$ cat config.mk
export PLATFORM = sky130hd
export DESIGN_NAME = instr_mem_loader
export DESIGN_NICKNAME = d
export VERILOG_FILES = /design/src/rtl/instr_mem_loader.sv
export SDC_FILE = /design/constraint.sdc
export NUM_CORES = 1
export LEC_CHECK = 0
export CAP_MARGIN = 20
export CORE_MARGIN = 10
export CORE_UTILIZATION = 33
export DETAILED_ROUTE_END_ITERATION = 7
export PLACE_DENSITY = 0.51
export SETUP_SLACK_MARGIN = 0.02
export SLEW_MARGIN = 25
export SYNTH_ARGS = -nofsm -noshare
export SYNTH_HDL_FRONTEND = slang
export SYNTH_SLANG_ARGS = --single-unit
$ cat constraint.sdc
create_clock -name clk -period 2.36 [get_ports clk]
set_input_delay 0.354 -clock clk [delete_from_list [all_inputs] [get_ports clk]]
set_output_delay 0.354 -clock clk [all_outputs]
set_load 0.005 [all_outputs]
$ cat src/rtl/instr_mem_loader.sv
// instr_mem_loader: loads a length-prefixed byte stream into instruction memory as little-endian words
// Holds the CPU in reset (cpu_hold) while a load is in progress.
module instr_mem_loader #(
  parameter int WIDTH      = 32,
  parameter int ADDR_WIDTH = 8
) (
  input  logic                  clk,
  input  logic                  rst,
  input  logic                  start,
  input  logic                  in_valid,
  input  logic [7:0]            in_data,
  output logic                  in_ready,
  output logic                  mem_we,
  output logic [ADDR_WIDTH-1:0] mem_addr,
  output logic [WIDTH-1:0]      mem_wd,
  output logic                  busy,
  output logic                  cpu_hold,
  output logic                  done,
  output logic                  err,
  output logic [15:0]           words_loaded
);
  localparam int MAX_WORDS = (2 ** ADDR_WIDTH) / 4;
  typedef enum logic [2:0] {IDLE, LEN_LO, LEN_HI, DATA, WRITE, DONE, ERR} state_t;
  state_t state, next;
  logic [15:0] len, word_idx, n_len;
  logic [1:0]  byte_idx;
  logic [23:0] asm_q, asm_next;
  logic        xfer, idle_like;
  assign xfer      = in_valid && in_ready;
  assign idle_like = state inside {IDLE, DONE, ERR};
  assign n_len     = {in_data, len[7:0]};
  // lane 3 is never stored: it is merged straight into mem_wd on the last byte
  assign asm_next  = (asm_q & ~(24'hFF << {byte_idx, 3'b000})) | (24'(in_data) << {byte_idx, 3'b000});
  assign in_ready     = state inside {LEN_LO, LEN_HI, DATA};
  assign mem_we       = state == WRITE;
  assign busy         = state inside {LEN_LO, LEN_HI, DATA, WRITE};
  assign cpu_hold     = busy;
  assign done         = state == DONE;
  assign err          = state == ERR;
  assign words_loaded = word_idx;
  always_comb begin
    next = state;
    unique case (state)
      IDLE, DONE, ERR: next = start ? LEN_LO : state;
      LEN_LO: next = xfer ? LEN_HI : LEN_LO;
      LEN_HI: next = !xfer ? LEN_HI : n_len == 16'd0 ? DONE :
                     {1'b0, n_len} > 17'(MAX_WORDS) ? ERR : DATA;
      DATA:   next = (xfer && byte_idx == 2'd3) ? WRITE : DATA;
      WRITE:  next = (word_idx + 16'd1 == len) ? DONE : DATA;
      default: next = IDLE;
    endcase
  end
  always_ff @(posedge clk or negedge rst) begin
    if (!rst) state <= IDLE;
    else state <= next;
  end
  always_ff @(posedge clk or negedge rst) begin
    if (!rst) begin
      len      <= '0;
      word_idx <= '0;
      byte_idx <= '0;
      asm_q    <= '0;
      mem_addr <= '0;
      mem_wd   <= '0;
    end else begin
      if (start && idle_like) begin
        len      <= '0;
        word_idx <= '0;
        byte_idx <= '0;
      end
      if (xfer && state == LEN_LO) len[7:0] <= in_data;
      if (xfer && state == LEN_HI) begin
        len[15:8] <= in_data;
        word_idx  <= '0;
        byte_idx  <= '0;
      end
      if (xfer && state == DATA) begin
        byte_idx <= byte_idx + 2'd1;
        asm_q    <= asm_next;
        if (byte_idx == 2'd3) begin
          mem_wd   <= WIDTH'({in_data, asm_q});
          mem_addr <= ADDR_WIDTH'({word_idx, 2'b00});
        end
      end
      if (state == WRITE) begin
        word_idx <= word_idx + 16'd1;
        byte_idx <= '0;
      end
    end
  end
endmodule

==> results of run 1 <==
-- power breakdown --
group,internal [mW],leakage [nW],switching (mW)
Sequential,2.17,1.33,0.421
Clock,0.890,0.154,0.640
Combinational,1.11,1.26,0.877
-- final cells by class --
cell class | count | area share
clock buffer | 12 | 0.0419
clock inverter | 4 | 0.00920
inverter | 7 | 0.00430
multi-input combinational | 277 | 0.330
sequential | 99 | 0.405
tap | 180 | 0.0368
timing repair buffer | 115 | 0.172
-- logic make-up after synthesis --
group	share of synthesized area
AOI/OAI and AO/OA	0.164
and+or+nand+nor	0.119
DFF	0.534
muxes	0.0944
buffers and inverters	0.0329
xor gates and xnor gates	0.0415
adders and majority gates	0.0135
other	0.000809
-- cells in the mapped netlist (2+ instances only) --
cell and number:
sky130_fd_sc_hd__nor2b_1 2, sky130_fd_sc_hd__a31oi_1 6, sky130_fd_sc_hd__and4_1 3, sky130_fd_sc_hd__nand3_1 12, sky130_fd_sc_hd__o2111ai_1 2, sky130_fd_sc_hd__a21oi_1 10
sky130_fd_sc_hd__nand2b_1 2, sky130_fd_sc_hd__mux2_2 38, sky130_fd_sc_hd__a22o_1 40, sky130_fd_sc_hd__o41ai_1 4, sky130_fd_sc_hd__nor3_1 10, sky130_fd_sc_hd__clkbuf_1 11
sky130_fd_sc_hd__a211oi_1 3, sky130_fd_sc_hd__xnor2_1 13, sky130_fd_sc_hd__dfrtp_1 99, sky130_fd_sc_hd__nor4b_1 2, sky130_fd_sc_hd__nor2_1 17, sky130_fd_sc_hd__inv_1 6
sky130_fd_sc_hd__or4_1 2, sky130_fd_sc_hd__buf_4 4, sky130_fd_sc_hd__and3_1 3, sky130_fd_sc_hd__nor4_2 3, sky130_fd_sc_hd__nand4_1 6, sky130_fd_sc_hd__buf_2 11
sky130_fd_sc_hd__nor3b_1 2, sky130_fd_sc_hd__o31ai_1 5, sky130_fd_sc_hd__ha_1 5, sky130_fd_sc_hd__o21ai_0 30, sky130_fd_sc_hd__nand2_1 30, sky130_fd_sc_hd__nor4_1 2
sky130_fd_sc_hd__xor2_1 9
-- worst max-delay path, cell delays in order, from the launching register on --
cell and delay, ns:
sky130_fd_sc_hd__dfrtp_1 0.43, sky130_fd_sc_hd__nand3_1 0.28, sky130_fd_sc_hd__or4_1 0.55, sky130_fd_sc_hd__a211oi_1 0.30, sky130_fd_sc_hd__o2111ai_1 0.17, sky130_fd_sc_hd__nor4_2 0.21
sky130_fd_sc_hd__o21ai_0 0.12
-- registers in the layout, indices dropped and copies added, names as in the netlist --
register and flops:
mem_addr 6, mem_wd 32, byte_idx 2, asm_q 24, len 16, state 3
words_loaded 16
-- worst paths after layout --
check / startpoint / endpoint / cells after the start
max in group asynchronous: rst / mem_wd[10] / 3
max: words_loaded[0] / state[1] / 6
min in group asynchronous: rst / mem_wd[3] / 2
max reg2reg: words_loaded[0] / state[1] / 6
min reg2reg: mem_addr[5] / mem_addr[5] / 2
min: mem_addr[5] / mem_addr[5] / 2
-- timing repair --
action,4_1_cts,5_1_grt
hold buffers,1,0
gates resized for setup,0,4
endpoints found under the hold margin,32,0
setup endpoints to repair,0,6
-- metrics by stage --
step / std cells / setup WS, ns / total power, mW / area (µm²)
6_report: 694 / 0.161 / 6.11 / 6120
5_1_grt: 694 / 0.00468 / 6.52 / 6120
4_1_cts: 694 / 0.0760 / 6.19 / 6110
3_5_place_dp: 677 / 0.126 / 4.61 / 5790
3_3_place_gp: 677 / 0.173 / 4.57 / 5790
2_1_floorplan: 409 / 0.393 / 3.72 / 4640
-- per-layer routing --
layer / vias to the layer above / part of all wire / track usage
li1: 1714 / - / -
met1: 1815 / 0.46 / 0.181
met2: 67 / 0.48 / 0.211
met3: 11 / 0.047 / 0.0271
met4: 0 / 0.013 / 0.0499
met5: - / 0 / 0
==> impl_results.md, run 1 <==
* Net count reported at finish at 526
* Htree depth at 3
* Floorplan core area at 13800 µm²
* Sequential standard cell area at 2480 µm²
* Kind of end point of the critical path: register
* Fill cell instance count of the final layout at 1312
* Arr. time, crit path at 2.41 ns
* Area occupied by multi-input gates at 2020 µm²
* Syn Area/Cell at 11.4 µm²
* Cts bufs inserted at 9
* Register-to-Register Setup Slack at 0.16 ns
* Number of synthesized flops with an enable pin at 0
* Aggregate negative setup slack at 0 ns
* TritonCTS clock tree: done
* Relative area change from synthesis to final layout at 31.9%
* Final hold viol count at 0
* Crit share post-route at 0.932
* Fraction of synthesized cell area taken by the top area cell type at 0.534
* Floorplan die width at 139 µm
* Commonest non-fill, non-tap cells in the layout: sky130_fd_sc_hd__dfrtp_1, sky130_fd_sc_hd__clkdlybuf4s50_1, sky130_fd_sc_hd__buf_4
* HP Class: register to register
* Number of design rule violations left after detail routing at 0
* Pre-antenna DRT Iters at 4
* Synthesized flop and latch total at 99
* Critical path class: register to register
* Ratio of total power to cell area at 998 nW/µm²
* Syn. warnings at 0
* Die Footprint at 19200 µm²
* Initial antenna violation count at 0
* I/O Buffers at 71
* FMAX at 0.455 GHz
* Layout Utilization at 0.442
* Result of the run: complete, no violations
* Fin crit period at 2.20 ns
* Share of layout cells above drive strength 1 at 0.208
* Clk Tree Root Cell: sky130_fd_sc_hd__clkbuf_16
* Clock tree buffer depth at 2
* Initial cell density of the core at 0.335
* Total routing resource utilization after global routing at 0.135
* Final Slew Violations at 0
* Final setup violation count at 0
* Clock slew seen by the registers of the worst setup and hold paths at 0.06 ns
* Antenna viol nets, final at 0
* Initial drt markers at 350
* Detailed-route wire length at 12900 µm
* Number of setup buffers added after CTS at 0
* Maximum number of pins on one net before global-route repair at 44
* Worst rel slew slack at 0.569
* Biggest area consumer among synthesized cells: sky130_fd_sc_hd__dfrtp_1
* Via count of the first global-routing pass at 3825
* TritonCTS Sinks at 99
* Type of element launching the critical path: register
* Slew of the pin with the lowest slew margin at 0.646 ns
* Top area cells in the synthesized netlist: sky130_fd_sc_hd__dfrtp_1, sky130_fd_sc_hd__mux2_2, sky130_fd_sc_hd__a22o_1
* Post-Route Hold Slack at 0.506 ns
* Async set-reset flop share out of synthesis at 1.00
* Antenna diode count at 0
* Via density at 5.20
* Area of the mapped netlist at 4640 µm²
* Chip Height at 139 µm
* Max rail drop VDD at 387 µV
* Total grt overflow at 0
* Setup repair after global routing missed its margin: yes
* Worst-skew pair later-pin latency at 0.34 ns
* Lkg Pwr at 2.75 nW
* Max-Cap Viols at 0
* Detailed-route wire length per cell at 18.6 µm
* Clock skew after layout at 0.00615 ns
* Distinct cells, synth at 47
* Proportion of synthesized chip area in sequential cells at 0.534
* Number of placement rows at 43
* Vias at 3607
* Global placer's final weighted congestion at 0.886
* CP Data Required Time at 2.57 ns
* Post-synthesis cell count at 408
* Global-route wire length before repair at 21300 µm
* Most common cell after layout, fill and taps aside: sky130_fd_sc_hd__dfrtp_1
* Peak fanout along the critical path at 7
* Top-level port count at 74
* Most frequently used flop master after synthesis: sky130_fd_sc_hd__dfrtp_1
* Total half-perimeter wirelength after legalization and detailed placement at 9340 µm
(Power assumes the default switching activity.)
==> run 2, diff against run 1 <==
SLEW_MARGIN = default   (was 25)
==> results of run 2 <==
The final DEF is identical to that of run 1; final timing and power are the same.
